===== src/rtl/aes_pkg.sv =====
// Shared AES constants, FSM state type and byte-level helpers.
// Imported by the S-box datapaths and the GF(2^8) arithmetic blocks.
package aes_pkg;

   localparam logic [7:0] AES_POLY_RED     = 8'h1B;
   localparam logic [7:0] AES_INV_AFFINE_C = 8'h05;
   localparam logic [7:0] AES_AFFINE_C     = 8'h63;
   localparam logic [7:0] AES_INV_EXP      = 8'hFE;

   typedef enum logic [1:0] {
      IDLE = 2'd0,
      EXP  = 2'd1,
      DONE = 2'd2
   } state_t;

   function automatic logic [7:0] inv_affine(input logic [7:0] x);
      logic [7:0] b;
      for (int i = 0; i < 8; i++) begin
         b[i] = x[(i + 2) % 8] ^ x[(i + 5) % 8]
              ^ x[(i + 7) % 8] ^ AES_INV_AFFINE_C[i];
      end
      return b;
   endfunction

endpackage


===== src/rtl/aes_inv_sbox_seq_gf256_mul.sv =====
// Combinational GF(2^8) multiplier, modulus x^8+x^4+x^3+x+1.
// Shared by the forward and inverse S-box datapaths.
module gf256_mul
   import aes_pkg::*;
(
   input  logic [7:0] a,
   input  logic [7:0] b,
   output logic [7:0] p
);

   logic [7:0] sh;

   // shift-and-add over the bits of b, reducing a on each doubling
   always_comb begin
      p  = 8'h00;
      sh = a;
      for (int i = 0; i < 8; i++) begin
         if (b[i]) p = p ^ sh;
         sh = sh[7] ? ({sh[6:0], 1'b0} ^ AES_POLY_RED)
                    : {sh[6:0], 1'b0};
      end
   end

endmodule


===== src/rtl/aes_inv_sbox_seq.sv =====
// Iterative AES inverse S-box: inverse affine, then b^254 by
// square-and-multiply over 8 cycles, valid/ready on both sides.
module aes_inv_sbox_seq
   import aes_pkg::*;
(
   input  logic       clk,
   input  logic       rst_n,
   input  logic       in_valid,
   output logic       in_ready,
   input  logic [7:0] in_data,
   output logic       out_valid,
   input  logic       out_ready,
   output logic [7:0] out_data,
   output logic       busy
);

   state_t     state;
   state_t     state_nx;
   logic [7:0] acc;
   logic [7:0] base;
   logic [2:0] cnt;
   logic [7:0] sq;
   logic [7:0] prod;
   logic [7:0] acc_nx;

   gf256_mul u_sq (
      .a (acc),
      .b (acc),
      .p (sq)
   );

   gf256_mul u_mul (
      .a (sq),
      .b (base),
      .p (prod)
   );

   assign acc_nx = AES_INV_EXP[cnt] ? prod : sq;

   // state register
   always_ff @(posedge clk or negedge rst_n) begin
      if (!rst_n) state <= IDLE;
      else        state <= state_nx;
   end

   // next-state and handshake decode, all from registered state
   always_comb begin
      state_nx  = state;
      in_ready  = 1'b0;
      out_valid = 1'b0;
      busy      = 1'b0;
      unique case (state)
         IDLE: begin
            in_ready = 1'b1;
            if (in_valid) state_nx = EXP;
         end
         EXP: begin
            busy = 1'b1;
            if (cnt == 3'd0) state_nx = DONE;
         end
         DONE: begin
            busy      = 1'b1;
            out_valid = 1'b1;
            if (out_ready) state_nx = IDLE;
         end
         default: state_nx = IDLE;
      endcase
   end

   // exponentiation registers and held result
   always_ff @(posedge clk or negedge rst_n) begin
      if (!rst_n) begin
         acc      <= 8'h01;
         base     <= 8'h00;
         cnt      <= 3'd0;
         out_data <= 8'h00;
      end else if (state == IDLE && in_valid) begin
         base <= inv_affine(in_data);
         acc  <= 8'h01;
         cnt  <= 3'd7;
      end else if (state == EXP) begin
         acc <= acc_nx;
         cnt <= cnt - 3'd1;
         if (cnt == 3'd0) out_data <= acc_nx;
      end
   end

endmodule


===== config.mk =====
export PLATFORM = sky130hd
export DESIGN_NAME = aes_inv_sbox_seq
export DESIGN_NICKNAME = d
export VERILOG_FILES = /design/src/rtl/aes_pkg.sv /design/src/rtl/aes_inv_sbox_seq_gf256_mul.sv /design/src/rtl/aes_inv_sbox_seq.sv
export SDC_FILE = /design/constraint.sdc
export NUM_CORES = 1
export LEC_CHECK = 0
export CORE_ASPECT_RATIO = 0.7
export CORE_MARGIN = 2
export CORE_UTILIZATION = 65
export DETAILED_ROUTE_END_ITERATION = 12
export PLACE_DENSITY = 0.9
export SYNTH_ARGS = -nofsm -noshare
export SYNTH_HDL_FRONTEND = slang
export SYNTH_SLANG_ARGS = --single-unit
export TNS_END_PERCENT = 30

===== constraint.sdc =====
create_clock -name clk -period 8.48 [get_ports clk]
set_input_delay 1.696 -clock clk [delete_from_list [all_inputs] [get_ports clk]]
set_output_delay 1.696 -clock clk [all_outputs]
set_load 0.005 [all_outputs]

==> flow_summary.yaml, run 1 <==
worst_setup_path:
  ff2ff_setup_slack_ns: 4.11
  crit_cells: 11
  path_buf_inv: 0
  required_ns: 8.68
  critPathLaunchType: "register"
  ff2ff_path_depth: 11
  crit_start: "acc[7]"
  end_kind: "register"
  r2r-start: "acc[7]"
  crit_chain: "ha_1, xor3_1, o21a_1, nor2_2, xnor3_1, nand2_1, xnor2_1, xnor3_1, xnor2_1, xnor3_1, o22ai_1"
  cp_max_fo: 20
  cp_slowest_cell: "dfrtp_1"
  slowest_delay_ns: 0.63
  critPathKind: "reg2reg"
  arrival_ns: 4.57
  cpMostUsedCell: "xnor3_1"
  cp_top_family: "XOR/XNOR gates"
routing:
  wire_per_inst_um: 17.7
  firstDrtPassIters: 6
  wl_um: 8390
  vias_per_cell: 6.07
  drtIter0Drc: 314
  drc_errors: 0
  vias: 2884
  final_antenna_net_count: 0
logic_synthesis:
  avgSynthCellArea_um2: 8.70
  synth-seq-area-share_pct: 21.0
  synth.most_common_cell: "nand2_1"
  syn_area_um2: 3460
  synth_top_area_share_pct: 20.3
  synth_common_cells: "nand2_1 (80), xnor2_1 (54), xor2_1 (29), dfrtp_1 (28), o21ai_0 (21)"
  yosysTopAreaCell: "dfrtp_1"
  synth_seq_cells: 29
  synthTopCellsByArea: "dfrtp_1 (20%), xnor2_1 (14%), xnor3_1 (12%), nand2_1 (8.7%), xor2_1 (7.3%)"
  synth_flop_cell: "dfrtp_1"
  synth_nets: 416
  synth_edf_count: 0
  netlist_instances: 397
  async_reset_ff_share_pct: 100
  synth_cell_type_count: 52
  yosysWarnings: 0
clock_tree:
  numCtsBuffers: 5
  cts_tree: "done"
  clk_pin_slew_ns: 0.06
  clock-root-buffer: "clkbuf_8"
  clock_sinks: 29
  cts-resized-gates: 0
  htreeDepth: 2
  holdBufCountCts: 0
  post_cts_buffers: 0
  clock_path_buffers: 2
  clk_latency_ns: 0.29
timing:
  drv_slew: 0
  setup_tns_ns: 0
  rsz0062_at_grt: "false"
  final_hold_viol_count: 0
  tightest_slew_ns: 0.922
  fmax_mhz: 229
  min_period_ns: 4.37
  skew_ns: 0.00815
  timing.final.crit_share_pct: 51.6
  slew_headroom_pct: 38.1
  setup_viol: 0
global_routing:
  grtUsageTotal_pct: 30.2
  grt_antenna_before_repair: 0
  grt_pass1_wl_um: 14000
  grt-ovfl-total: 0
  grt_max_degree: 30
  first_global_vias: 2822
worst_hold_path:
  min_path_cells: 2
  hold_start: "out_data[2]"
  hp-class: "reg2reg"
cells_and_area:
  diodes: 0
  multi_input_area_um2: 2570
  layout.nets: 421
  regArea_um2: 727
  syn_to_final_growth_pct: 8.76
  drive_above_1_share_pct: 6.70
  fillers: 410
floorplan:
  dieArea_um2: 5930
  die_w_um: 91.2
  ioPinCount: 23
  core_area_um2: 5170
  initial_core_util_pct: 66.8
  num_rows: 22
  die_h_um: 65.0
run_status:
  status: "complete, no violations"
place:
  place.gp.congestion: 0.957
  port-buffer-count: 22
  post-dp-hpwl_um: 6110
job:
  maxCapViolCount: 0
[layout by cell type, fill, tap and decap left out, drive strengths merged, types with 3 or more instances in the layout]
cell type	netlist	routed
nor3	6	6
nand2	81	81
mux2	8	8
xnor3	19	19
clkbuf	14	8
inv	11	11
nor2b	6	6
o21a	3	3
xor3	4	4
clkdlybuf4s50	0	22
xor2	31	31
a21oi	11	11
nor3b	5	5
mux2i	4	4
xnor2	56	56
nor2	20	20
o31ai	3	3
nand3	5	5
ha	7	7
nand2b	3	3
o21ai	21	21
o22ai	4	4
a22oi	6	6
a32oi	3	3
dfrtp	28	28
[sequential cells by signal, indices dropped and copies added, names as in the netlist]
signal	flops
cnt	3
base	8
acc	8
out_data	8
state	2
[logic make-up after synthesis]
logic type	Yosys count	synth area share, %
flops	29	21.0
fa+ha+maj	7	2.53
xor+xnor	110	38.1
compound gates	67	12.9
buf+inv	37	4.45
mux	12	3.77
simple gates	135	17.2
[layout make-up]
class	count	share of cell area [%]
Inverter	11	1.10
Clock buffer	8	2.40
Sequential cell	29	19.3
Timing Repair Buffer	24	6.26
Multi-Input combinational cell	331	68.5
Tap cell	72	2.40
[worst min-delay path, stage by stage, from the launching register on]
cell and delay (ns):
dfrtp_1 0.34, nand2_1 0.05, o21ai_0 0.07
[layer usage]
metal,routed length (µm),up-vias,track usage [%]
li1,-,1341,-
met1,3660,1370,43.9
met2,3700,153,46.7
met3,847,20,3.95
met4,185,0,10.8
met5,0,-,0
[per-stage QoR]
stage	utilization (%)	setup slack, ns	std cells	cell area (µm²)	hold WS [ns]
after floorplan	-	4.74	397	3460	0.473
after global placement	70.9	4.39	467	3670	0.467
after detailed placement	70.9	4.23	467	3670	0.478
after CTS	72.6	4.16	475	3760	0.497
after global routing	72.6	3.91	475	3760	0.526
final	72.6	4.11	475	3760	0.501
[final timing paths]
| path | end |
|---|---|
| worst max register to register | acc[3] |
| max in group asynchronous | acc[0] |
| worst max-delay path | acc[3] |
| min in group asynchronous | out_data[7] |
| worst min-delay path | out_data[2] |
| worst min register to register | out_data[2] |
Power of run 1 is not shown: default switching activity piles up to over one toggle a cycle in this logic, so the estimate is an artifact.
==> inputs of run 2 (changes only) <==
Settings changed: CORE_UTILIZATION 65 to 55, PLACE_DENSITY 0.9 to 0.81.
Clock period 8.48 ns to 3.87 ns, I/O delays scaled along.
==> run 2 against run 1 <==
  * Via count increased by 3.2%
  * Worst setup slack worse by 4.0 ns
  * Register-to-register slack got worse by 4.0 ns
  * Cell area grew 5.0%
  * Sequential share of layout area decreased by 0.92 points
  * Routed wire length grew 4.9%
  * Final cell count is 5.5% higher
  * Critical path depth unchanged
  * Non-clock buffer count is 20 higher
  * Maximum frequency is 17% higher
  * Flip-flop and latch count did not move
  * Clock skew about the same
  * Critical path type unchanged
  * Highest routed layer unchanged
==> flow_summary.yaml, run 2 (same netlist as run 1, synthesis figures left out) <==
run_status:
  status: "complete, no violations"
worst_setup_path:
  cp_max_fo: 9
  arrival_ns: 3.94
  critPathKind: "reg2reg"
  cp_slowest_cell: "xnor3_2"
  ff2ff_setup_slack_ns: 0.14
  critPathLaunchType: "register"
  r2r-start: "acc[0]"
  slowest_delay_ns: 0.57
  ff2ff_path_depth: 11
  end_kind: "register"
  required_ns: 4.08
  timing.rr.end: "acc[5]"
  crit_chain: "ha_1, nand2_1, xor2_2, xnor3_1, xnor3_2, nand2_2, xor3_1, a21o_1, a211o_1, and3_1, o31ai_2"
timing:
  setup_tns_ns: 0
  timing.final.crit_share_pct: 96.4
  setup_viol: 0
  min_period_ns: 3.73
  skew_ns: 0.00840
  slew_headroom_pct: 51.0
  final_hold_viol_count: 0
  tightest_slew_ns: 0.734
  drv_slew: 0
  fmax_mhz: 268
  rsz0062_at_grt: "false"
routing:
  vias_per_cell: 5.94
  firstDrtPassIters: 5
  final_antenna_net_count: 0
  wl_um: 8800
  drtIter0Drc: 297
  drc_errors: 0
  vias: 2976
  wire_per_inst_um: 17.6
floorplan:
  die_h_um: 70.3
  die_w_um: 98.7
  num_rows: 24
  core_area_um2: 6160
  ioPinCount: 23
  initial_core_util_pct: 56.1
  dieArea_um2: 6940
clock_tree:
  htreeDepth: 2
  clk_pin_slew_ns: 0.07
  clock-root-buffer: "clkbuf_8"
  clock_path_buffers: 2
  cts_tree: "done"
  clk_latency_ns: 0.30
  clock_sinks: 29
  numCtsBuffers: 5
  holdBufCountCts: 0
  post_cts_buffers: 0
worst_hold_path:
  min_path_cells: 2
  hp-class: "reg2reg"
  hold_start: "out_data[7]"
  whs_endpoint: "out_data[7]"
cells_and_area:
  layout_common_cells: "nand2_1 (80), xnor2_1 (54), dfrtp_1 (28), xor2_1 (27)"
  reg.largest.list: "acc (8), base (8), out_data (8)"
  regArea_um2: 727
  layout.nets: 441
  final_common_cell: "nand2_1"
  drive_above_1_share_pct: 13.0
  diodes: 0
  multi_input_area_um2: 2600
  syn_to_final_growth_pct: 14.2
  fillers: 508
global_routing:
  grt_max_degree: 30
  grt_antenna_before_repair: 0
  first_global_vias: 2932
  grt-ovfl-total: 0
  grtUsageTotal_pct: 27.0
  grt_pass1_wl_um: 14800
place:
  place.gp.congestion: 0.917
  port-buffer-count: 22
  post-dp-hpwl_um: 6570
job:
  maxCapViolCount: 0
[run 2: worst max path at each step]
stage | depth (start not counted) | slack [ns] | end | startpoint
finish | 11 | 0.14 | acc[5] | acc[0]
detailed placement | 11 | 0.09 | acc[7] | acc[0]
CTS | 11 | 0.07 | acc[7] | acc[0]
global placement | 11 | 0.22 | acc[7] | acc[0]
global route | 11 | 0.02 | acc[5] | acc[0]
floorplan | 12 | 0.13 | acc[7] | acc[0]
[run 2: worst max-delay path: cells and delay by family (launching register included)]
family	cells	cell delay, ns
xor gates and xnor gates	4	1.67
AOI/OAI and AO/OA	3	0.67
DFF	1	0.54
and+or+nand+nor	3	0.45
adders and majority gates	1	0.31
[run 2: layer usage]
metal	GRT usage, %	part of all wire [%]	up-vias
li1	-	-	1383
met1	40.5	46	1450
met2	41.0	45	126
met3	3.20	7.6	17
met4	8.22	1.6	0
met5	0	0	-
[run 2: cell type report]
| class | instances | area share [%] |
|---|---|---|
| tap | 78 | 2.47 |
| clock buffer | 5 | 1.74 |
| sequential | 29 | 18.4 |
| inverter | 11 | 1.05 |
| multi-input combinational | 331 | 66.0 |
| clock inverter | 3 | 0.571 |
| timing repair buffer | 44 | 9.77 |
[run 2: stage by stage]
stage	setup WS, ns	cells	utilization [%]	hold WS [ns]	cell area (µm²)
after floorplan	0.127	397	-	0.473	3460
after global placement	0.218	493	62.2	0.465	3830
after detailed placement	0.0867	493	62.2	0.486	3830
after CTS	0.0720	501	63.6	0.502	3920
after global routing	0.0174	501	64.1	0.531	3950
final	0.138	501	64.1	0.498	3950
[run 2: timing repair]
action / 4_1_cts / 5_1_grt
endpoints found under the hold margin: 0 / 0
endpoints found under the setup margin: 0 / 5
resized for setup: 0 / 6
Power of run 2 is left out for the same reason.
